<file path="src/rtl/chan_mux_scanner.sv">
// N-channel registered selector with manual load and round-robin auto-scan.
// Output data is tagged with its source channel plus switch/error pulses.
module chan_mux_scanner #(
   parameter int NUM_CH  = 4,
   parameter int DATA_W  = 2,
   parameter int DWELL_W = 8,
   localparam int SEL_W  = (NUM_CH < 3) ? 1 : $clog2(NUM_CH)
) (
   input  logic                     clk,
   input  logic                     rst_n,
   input  logic                     i_ena,
   input  logic [NUM_CH*DATA_W-1:0] i_data_in,
   input  logic                     i_mode,
   input  logic [SEL_W-1:0]         i_sel_in,
   input  logic                     i_sel_load,
   input  logic                     i_hold,
   input  logic [DWELL_W-1:0]       i_dwell,
   output logic [DATA_W-1:0]        o_data_out,
   output logic [SEL_W-1:0]         o_ch_out,
   output logic                     o_switch_pulse,
   output logic                     o_err_pulse
);

   logic [SEL_W-1:0]   r_cur_ch;
   logic [DWELL_W-1:0] r_cnt;
   logic               r_prev_mode;
   logic [DATA_W-1:0]  r_data_out;
   logic [SEL_W-1:0]   r_ch_out;
   logic               r_switch_pulse;
   logic               r_err_pulse;

   logic [31:0]        w_sel_ext;
   logic               w_sel_valid;
   logic [DWELL_W-1:0] w_dwell_eff;
   logic [SEL_W-1:0]   w_next_rr;
   logic [SEL_W-1:0]   w_nxt_ch;
   logic [DWELL_W-1:0] w_nxt_cnt;
   logic               w_nxt_err;
   logic [DATA_W-1:0]  w_sel_data;

   assign w_sel_ext   = 32'(i_sel_in);
   assign w_sel_valid = (w_sel_ext < 32'(NUM_CH));
   assign w_dwell_eff = (i_dwell == {DWELL_W{1'b0}}) ? DWELL_W'(1) : i_dwell;
   assign w_next_rr   = (r_cur_ch == SEL_W'(NUM_CH - 1)) ? {SEL_W{1'b0}} : r_cur_ch + SEL_W'(1);
   assign w_sel_data  = i_data_in[r_cur_ch*DATA_W +: DATA_W];

   // Next channel/counter: load beats mode-entry clear, which beats hold and dwell advance
   always_comb begin
      w_nxt_ch  = r_cur_ch;
      w_nxt_cnt = r_cnt;
      w_nxt_err = 1'b0;
      if (i_sel_load) begin
         if (w_sel_valid) begin
            w_nxt_ch  = i_sel_in;
            w_nxt_cnt = {DWELL_W{1'b0}};
         end else begin
            w_nxt_err = 1'b1;
         end
      end else if (!i_mode || !r_prev_mode) begin
         w_nxt_cnt = {DWELL_W{1'b0}};
      end else if (i_hold) begin
         w_nxt_cnt = r_cnt;
      end else if (r_cnt >= w_dwell_eff - DWELL_W'(1)) begin
         w_nxt_ch  = w_next_rr;
         w_nxt_cnt = {DWELL_W{1'b0}};
      end else begin
         w_nxt_cnt = r_cnt + DWELL_W'(1);
      end
   end

   // State and registered outputs; everything holds while i_ena is low
   always_ff @(posedge clk or negedge rst_n) begin
      if (!rst_n) begin
         r_cur_ch       <= {SEL_W{1'b0}};
         r_cnt          <= {DWELL_W{1'b0}};
         r_prev_mode    <= 1'b0;
         r_data_out     <= {DATA_W{1'b0}};
         r_ch_out       <= {SEL_W{1'b0}};
         r_switch_pulse <= 1'b0;
         r_err_pulse    <= 1'b0;
      end else if (i_ena) begin
         r_cur_ch       <= w_nxt_ch;
         r_cnt          <= w_nxt_cnt;
         r_prev_mode    <= i_mode;
         r_data_out     <= w_sel_data;
         r_ch_out       <= r_cur_ch;
         r_switch_pulse <= (r_cur_ch != r_ch_out);
         r_err_pulse    <= w_nxt_err;
      end
   end

   assign o_data_out     = r_data_out;
   assign o_ch_out       = r_ch_out;
   assign o_switch_pulse = r_switch_pulse;
   assign o_err_pulse    = r_err_pulse;

endmodule

</file>
<file path="config.mk">
export PLATFORM = sky130hd
export DESIGN_NAME = chan_mux_scanner
export DESIGN_NICKNAME = d
export VERILOG_FILES = /design/src/rtl/chan_mux_scanner.sv
export SDC_FILE = /design/constraint.sdc
export NUM_CORES = 1
export LEC_CHECK = 0
export CORE_ASPECT_RATIO = 0.75
export CORE_MARGIN = 4
export CORE_UTILIZATION = 55
export DETAILED_ROUTE_END_ITERATION = 12
export DONT_BUFFER_PORTS = 1
export PLACE_DENSITY = 0.7
export SETUP_SLACK_MARGIN = 0.15
export SLEW_MARGIN = 0
export SYNTH_ARGS = -nofsm -noshare
export SYNTH_HDL_FRONTEND = slang
export SYNTH_SLANG_ARGS = --single-unit
</file>
<file path="constraint.sdc">
create_clock -name clk -period 2.25 [get_ports clk]
set_input_delay 0.225 -clock clk [delete_from_list [all_inputs] [get_ports clk]]
set_output_delay 0.225 -clock clk [all_outputs]
set_load 0.02 [all_outputs]
</file>
### After elaboration in Yosys (flattened, before gate mapping)

Index checks and enable logic that the tools add are counted.

* muxes and demuxes: 14
* reductions and logical operators: 7
* add/sub/neg operators: 3
* magnitude comparators: 2
* shift operators: 1
* eq/ne operators: 6

Operator list (count)
* 8-bit two-way mux: 6
* 2-bit two-way mux: 6
* 8-bit by 1-bit adder with 8-bit output (second input constant): 1
* 8-bit greater-or-equal comparator: 1
* 8-bit zero test: 1
* 8-bit by 4-bit variable part select with 2-bit output: 1
* 8-bit by 1-bit subtractor with 8-bit output (second input constant): 1
* 5-bit AND reduction: 1
* 2-bit inequality test (second input constant): 2
* 2-bit by 3-bit less-than comparator with 1-bit output (second input constant): 1
* 3-bit by 2-bit inequality test with 1-bit output (second input constant): 1
* 3-bit AND reduction: 1
* 2-bit by 1-bit adder with 2-bit output (second input constant): 1
* 2-bit == test (second input constant): 1
* 1-bit zero test: 2
* 1-bit two-way mux: 2
* 2-bit by 1-bit inequality test with 1-bit output (second input constant): 1
* 2-bit inequality test: 1
* 2-bit nonzero test: 1
* 1-bit logical OR: 1

* register bits: 17
* output and inout bits: 6
* word-level logic and storage cells: 40

### Longest topological paths before layout

* word-level depth: 8
* depth in mapped cells: 13

### Worst setup path after synthesis

Ideal clock, no wire load.

* kind: input port to flip-flop
* start point: input i_dwell[2]
* end point: register r_cnt[6]
* buffers on the path: 0
* setup time: 92 ps
* data required time: 2158 ps
* path slack: -579 ps
* arrival: 2737 ps
* stages: 13
* path through: or4_1 -> nor3_1 -> a21oi_1 -> ha_1 -> inv_1 -> or3_1 -> xor2_1 -> ha_1 -> nand4_1 -> a21oi_1 -> a211o_2 -> or2_4 -> o31ai_2

* word-level cells in the longest chain between the ends: 8

RTL lines
* start, declared: RTL line 17 `input logic [DWELL_W-1:0] i_dwell,`
* 8-bit zero test: RTL line 43 `assign w_dwell_eff = (i_dwell == {DWELL_W{1'b0}}) ? DWELL_W'(1) : i_dwell;`
* 8-bit two-way mux *: RTL line 43
* 8-bit by 1-bit subtractor with 8-bit output *: RTL line 63 `end else if (r_cnt >= w_dwell_eff - DWELL_W'(1)) begin`
* 8-bit greater-or-equal comparator *: RTL line 63
* 8-bit two-way mux *: RTL line 63
* 8-bit two-way mux *: RTL line 61 `end else if (i_hold) begin`
* 8-bit two-way mux *: RTL line 59 `end else if (!i_mode || !r_prev_mode) begin`
* 8-bit two-way mux *: RTL line 52 `if (i_sel_load) begin`
* end signal, assigned: RTL line 75 `r_cnt <= {DWELL_W{1'b0}};`
* end signal, assigned: RTL line 83 `r_cnt <= w_nxt_cnt;`
* end, declared: RTL line 25 `logic [DWELL_W-1:0] r_cnt;`

Mark *: on every way between the ends. The rest lies on a longest branch, timed or not. The select of a mux whose other input is x is not followed.
A chain may end at the register's enable or synchronous reset.

### Worst setup path in the final report

Same ends and word-level chain as after synthesis.

==> impl_metrics.tcl <==
set metrics [dict create \
    finalClockSkew_ns 0.00217 \
    finalSetupViolations 10 \
    synth_nets 157 \
    r2r_setup_slack_ns -0.02 \
    insertion_delay_ns 0.29 \
    hold_depth 1 \
    drive_gt1_frac 0.328 \
    wire_per_inst_um 19.0 \
    ios 30 \
    yosys.area_share.simple 0.172 \
    leakagePower_nw 0.607 \
    r2r-end "r_cnt[6]$_DFFE_PN0P_" \
    cts_buffers 3 \
    antenna_found_initial 0 \
    critPathLaunch "i_dwell[2]" \
    grt_max_degree 17 \
    fin_crit_sh 1.14 \
    stdcell_count 155 \
    rr_worst_depth 7 \
    timing.rr.start "r_cnt[0]$_DFFE_PN0P_" \
    hold_end "o_switch_pulse$_DFFE_PN0P_" \
    avgSynthCellArea_um2 9.84 \
    path_max_fanout 5 \
    powerDensity_nw_per_um2 509 \
    synth_top_family_by_area "compound AO/OA/AOI/OAI gates" \
    vias 994 \
    cpMaxStageDelayCell "or4_4" \
    synthAdderAreaFrac 0.115 \
    synth-edff-count 0 \
    seq_area_frac_synth 0.334 \
    grt_overflow 0 \
    grt_usage 0.209 \
    hold_viol_final 0 \
    min_period_ns 2.56 \
    die_x_um 61.9 \
    critPathLaunchType "primary input" \
    synth_compound_area_frac 0.199 \
    clock_path_buffers 2 \
    drt_pre_antenna_iters 4 \
    first_iter_violations 54 \
    syn2layout_area_growth_pct 21.1 \
    maxCapViolCount 0 \
    arrival_ns 2.77 \
    drc 0 \
    place_inst 147 \
    setup_tns_ns -2.14 \
    tightest_slew_ns 0.755 \
    fp.dieH_um 48.5 \
    rsz0062_at_grt "true" \
    holdWs_ns 0.0300 \
    core_region_area_um2 2030 \
    synth_flop_cell "dfrtp_1" \
    cts_tree "built" \
    numClockSinks 16 \
    maxSlewViolCount 0 \
    peakVddDrop_mv 0.451 \
    grt_pass1_wl_um 4710 \
    timing.critical_path.mode_cell "ha_4" \
    synth_area_um2 1200 \
    use_met1 0.274 \
    status "finished with violations" \
    worstHoldPathType "in -> reg" \
    yosys_warnings 0 \
    grt_use_met3 0.0559 \
    cp-end-kind "flop" \
    start_util 0.591 \
    required_ns 2.46 \
    ctsRootBufferMaster "clkbuf_4" \
    vias_per_cell 6.41 \
    io_buffer_count 0 \
    wirelength_um 2950 \
    synth.distinct_cells 43 \
    muxShareOfSynthArea 0.0845 \
    busiest_layer "met2" \
    synth-async-reset-ratio 1.00 \
    hpwlAfterDp_um 2220 \
    relSlewSlack 0.495 \
    rows 14 \
    antenna_cells 0 \
    worstHoldStart "i_ena" \
    ys_ff_latch 16 \
    dieArea_um2 3000 \
    crit_type "in -> reg" \
    cpPeakStageDelay_ns 0.54 \
    worstPathCellList "or4_4 > nor3_4 > a21oi_2 > ha_4 > ha_4 > a2111o_1 > a211o_4 > or2_4 > o31ai_2" \
    clk_pin_slew_ns 0.10 \
    place_congestion 0.810 \
    fmax_ghz 0.390 \
    htreeDepth 1 \
    fillers 149 \
    synth_xor_area_frac 0.0511 \
    final_nets 167 \
    drt.antenna.violating_nets 0 \
    violations "negative setup slack" \
    grt_pass1_vias 998 \
    syn_inst 122 \
    met2_usage 0.343 \
    setup_ws_ns -0.313 \
]
==> synth_stat cells, types with 3 or more instances <==
library cell | number | area (µm²)
xnor2_1 | 6 | 52.6
mux2_2 | 5 | 56.3
inv_1 | 8 | 30.0
ha_1 | 11 | 138
or3_1 | 3 | 18.8
dfrtp_1 | 16 | 400
nand3_1 | 6 | 30.0
nand4_1 | 3 | 18.8
a21oi_1 | 6 | 30.0
nand2_1 | 8 | 30.0
nor2_1 | 4 | 15.0
o21ai_0 | 5 | 25.0
==> power by group <==
| group | total [mW] | leakage (nW) | switching, mW | internal, mW |
|---|---|---|---|---|
| Clock | 0.195 | 0.0210 | 0.0964 | 0.0986 |
| Sequential | 0.380 | 0.202 | 0.0621 | 0.318 |
| Combinational | 0.165 | 0.384 | 0.0720 | 0.0934 |
==> placed cells by master (no fill, tap or decap), types with 3 or more instances in the layout <==
cell,Yosys,layout
nor2_1,4,3
nand2_1,8,8
dfrtp_1,16,16
xnor2_1,6,5
o21ai_0,5,3
mux2_2,5,5
clkbuf_4,0,3
a21oi_2,0,4
inv_1,8,7
buf_4,1,6
nand4_1,3,3
nand3_1,6,5
ha_1,11,9
==> critical path: cells and delay by family <==
kind,cells,cell delay (ns)
simple gates,3,0.99
compound gates,4,1.07
fa+ha+maj,2,0.48
==> final cells by class <==
type | instances | area, µm² | share of cell area
clock buffer | 4 | 36.3 | 0.0250
sequential | 16 | 400 | 0.276
inverter | 8 | 32.5 | 0.0224
timing repair buffer | 9 | 77.6 | 0.0534
multi-input combinational | 94 | 876 | 0.603
tap | 24 | 30.0 | 0.0207
==> sequential cells by signal (all words and copies together) (netlist names) <==
signal          count
r_prev_mode         1
o_switch_pulse      1
r_cur_ch            2
o_data_out          2
o_ch_out            2
r_cnt               8
==> stage by stage <==
| step | utilization | setup slack (ns) | cell area, µm² | total power, mW |
|---|---|---|---|---|
| final | 0.715 | -0.313 | 1450 | 0.740 |
| after global routing | 0.715 | -0.393 | 1450 | 0.790 |
| after CTS | 0.688 | -0.295 | 1400 | 0.732 |
| after detailed placement | 0.622 | -0.689 | 1260 | 0.520 |
| after global placement | 0.622 | -0.601 | 1260 | 0.511 |
| after floorplan | - | -0.517 | 1220 | 0.491 |
==> cells by family (layout without fill, tap and decap cells) <==
logic type      after synthesis  in the layout
flops                        16             16
xor+xnor                      7              7
mux                           7              7
buf+inv                      12             21
compound gates               31             31
other cells                   1              1
fa+ha+maj                    11             11
simple gates                 37             37
==> routing by layer <==
metal	vias to the layer above	wire length, µm
li1	469	-
met1	485	1240
met2	36	1460
met3	4	217
met4	0	34
met5	-	0
==> repair_timing <==
item	CTS	global route
hold buffers	1	0
endpoints found under the hold margin	16	0
setup buffers	2	1
pin swaps	9	5
resized for setup	15	9
setup endpoints to repair	10	10
==> how the worst max path moves through the flow <==
| stage | end | cells past startpoint |
|---|---|---|
| 2_1_floorplan | r_cnt[6]$_DFFE_PN0P_ | 9 |
| 3_3_place_gp | r_cnt[2]$_DFFE_PN0P_ | 9 |
| 3_5_place_dp | r_cnt[6]$_DFFE_PN0P_ | 9 |
| 4_1_cts | r_cnt[6]$_DFFE_PN0P_ | 13 |
| 5_1_grt | r_cnt[6]$_DFFE_PN0P_ | 13 |
| 6_report | r_cnt[6]$_DFFE_PN0P_ | 9 |
No activity file was read; power rests on OpenSTA's default activity.
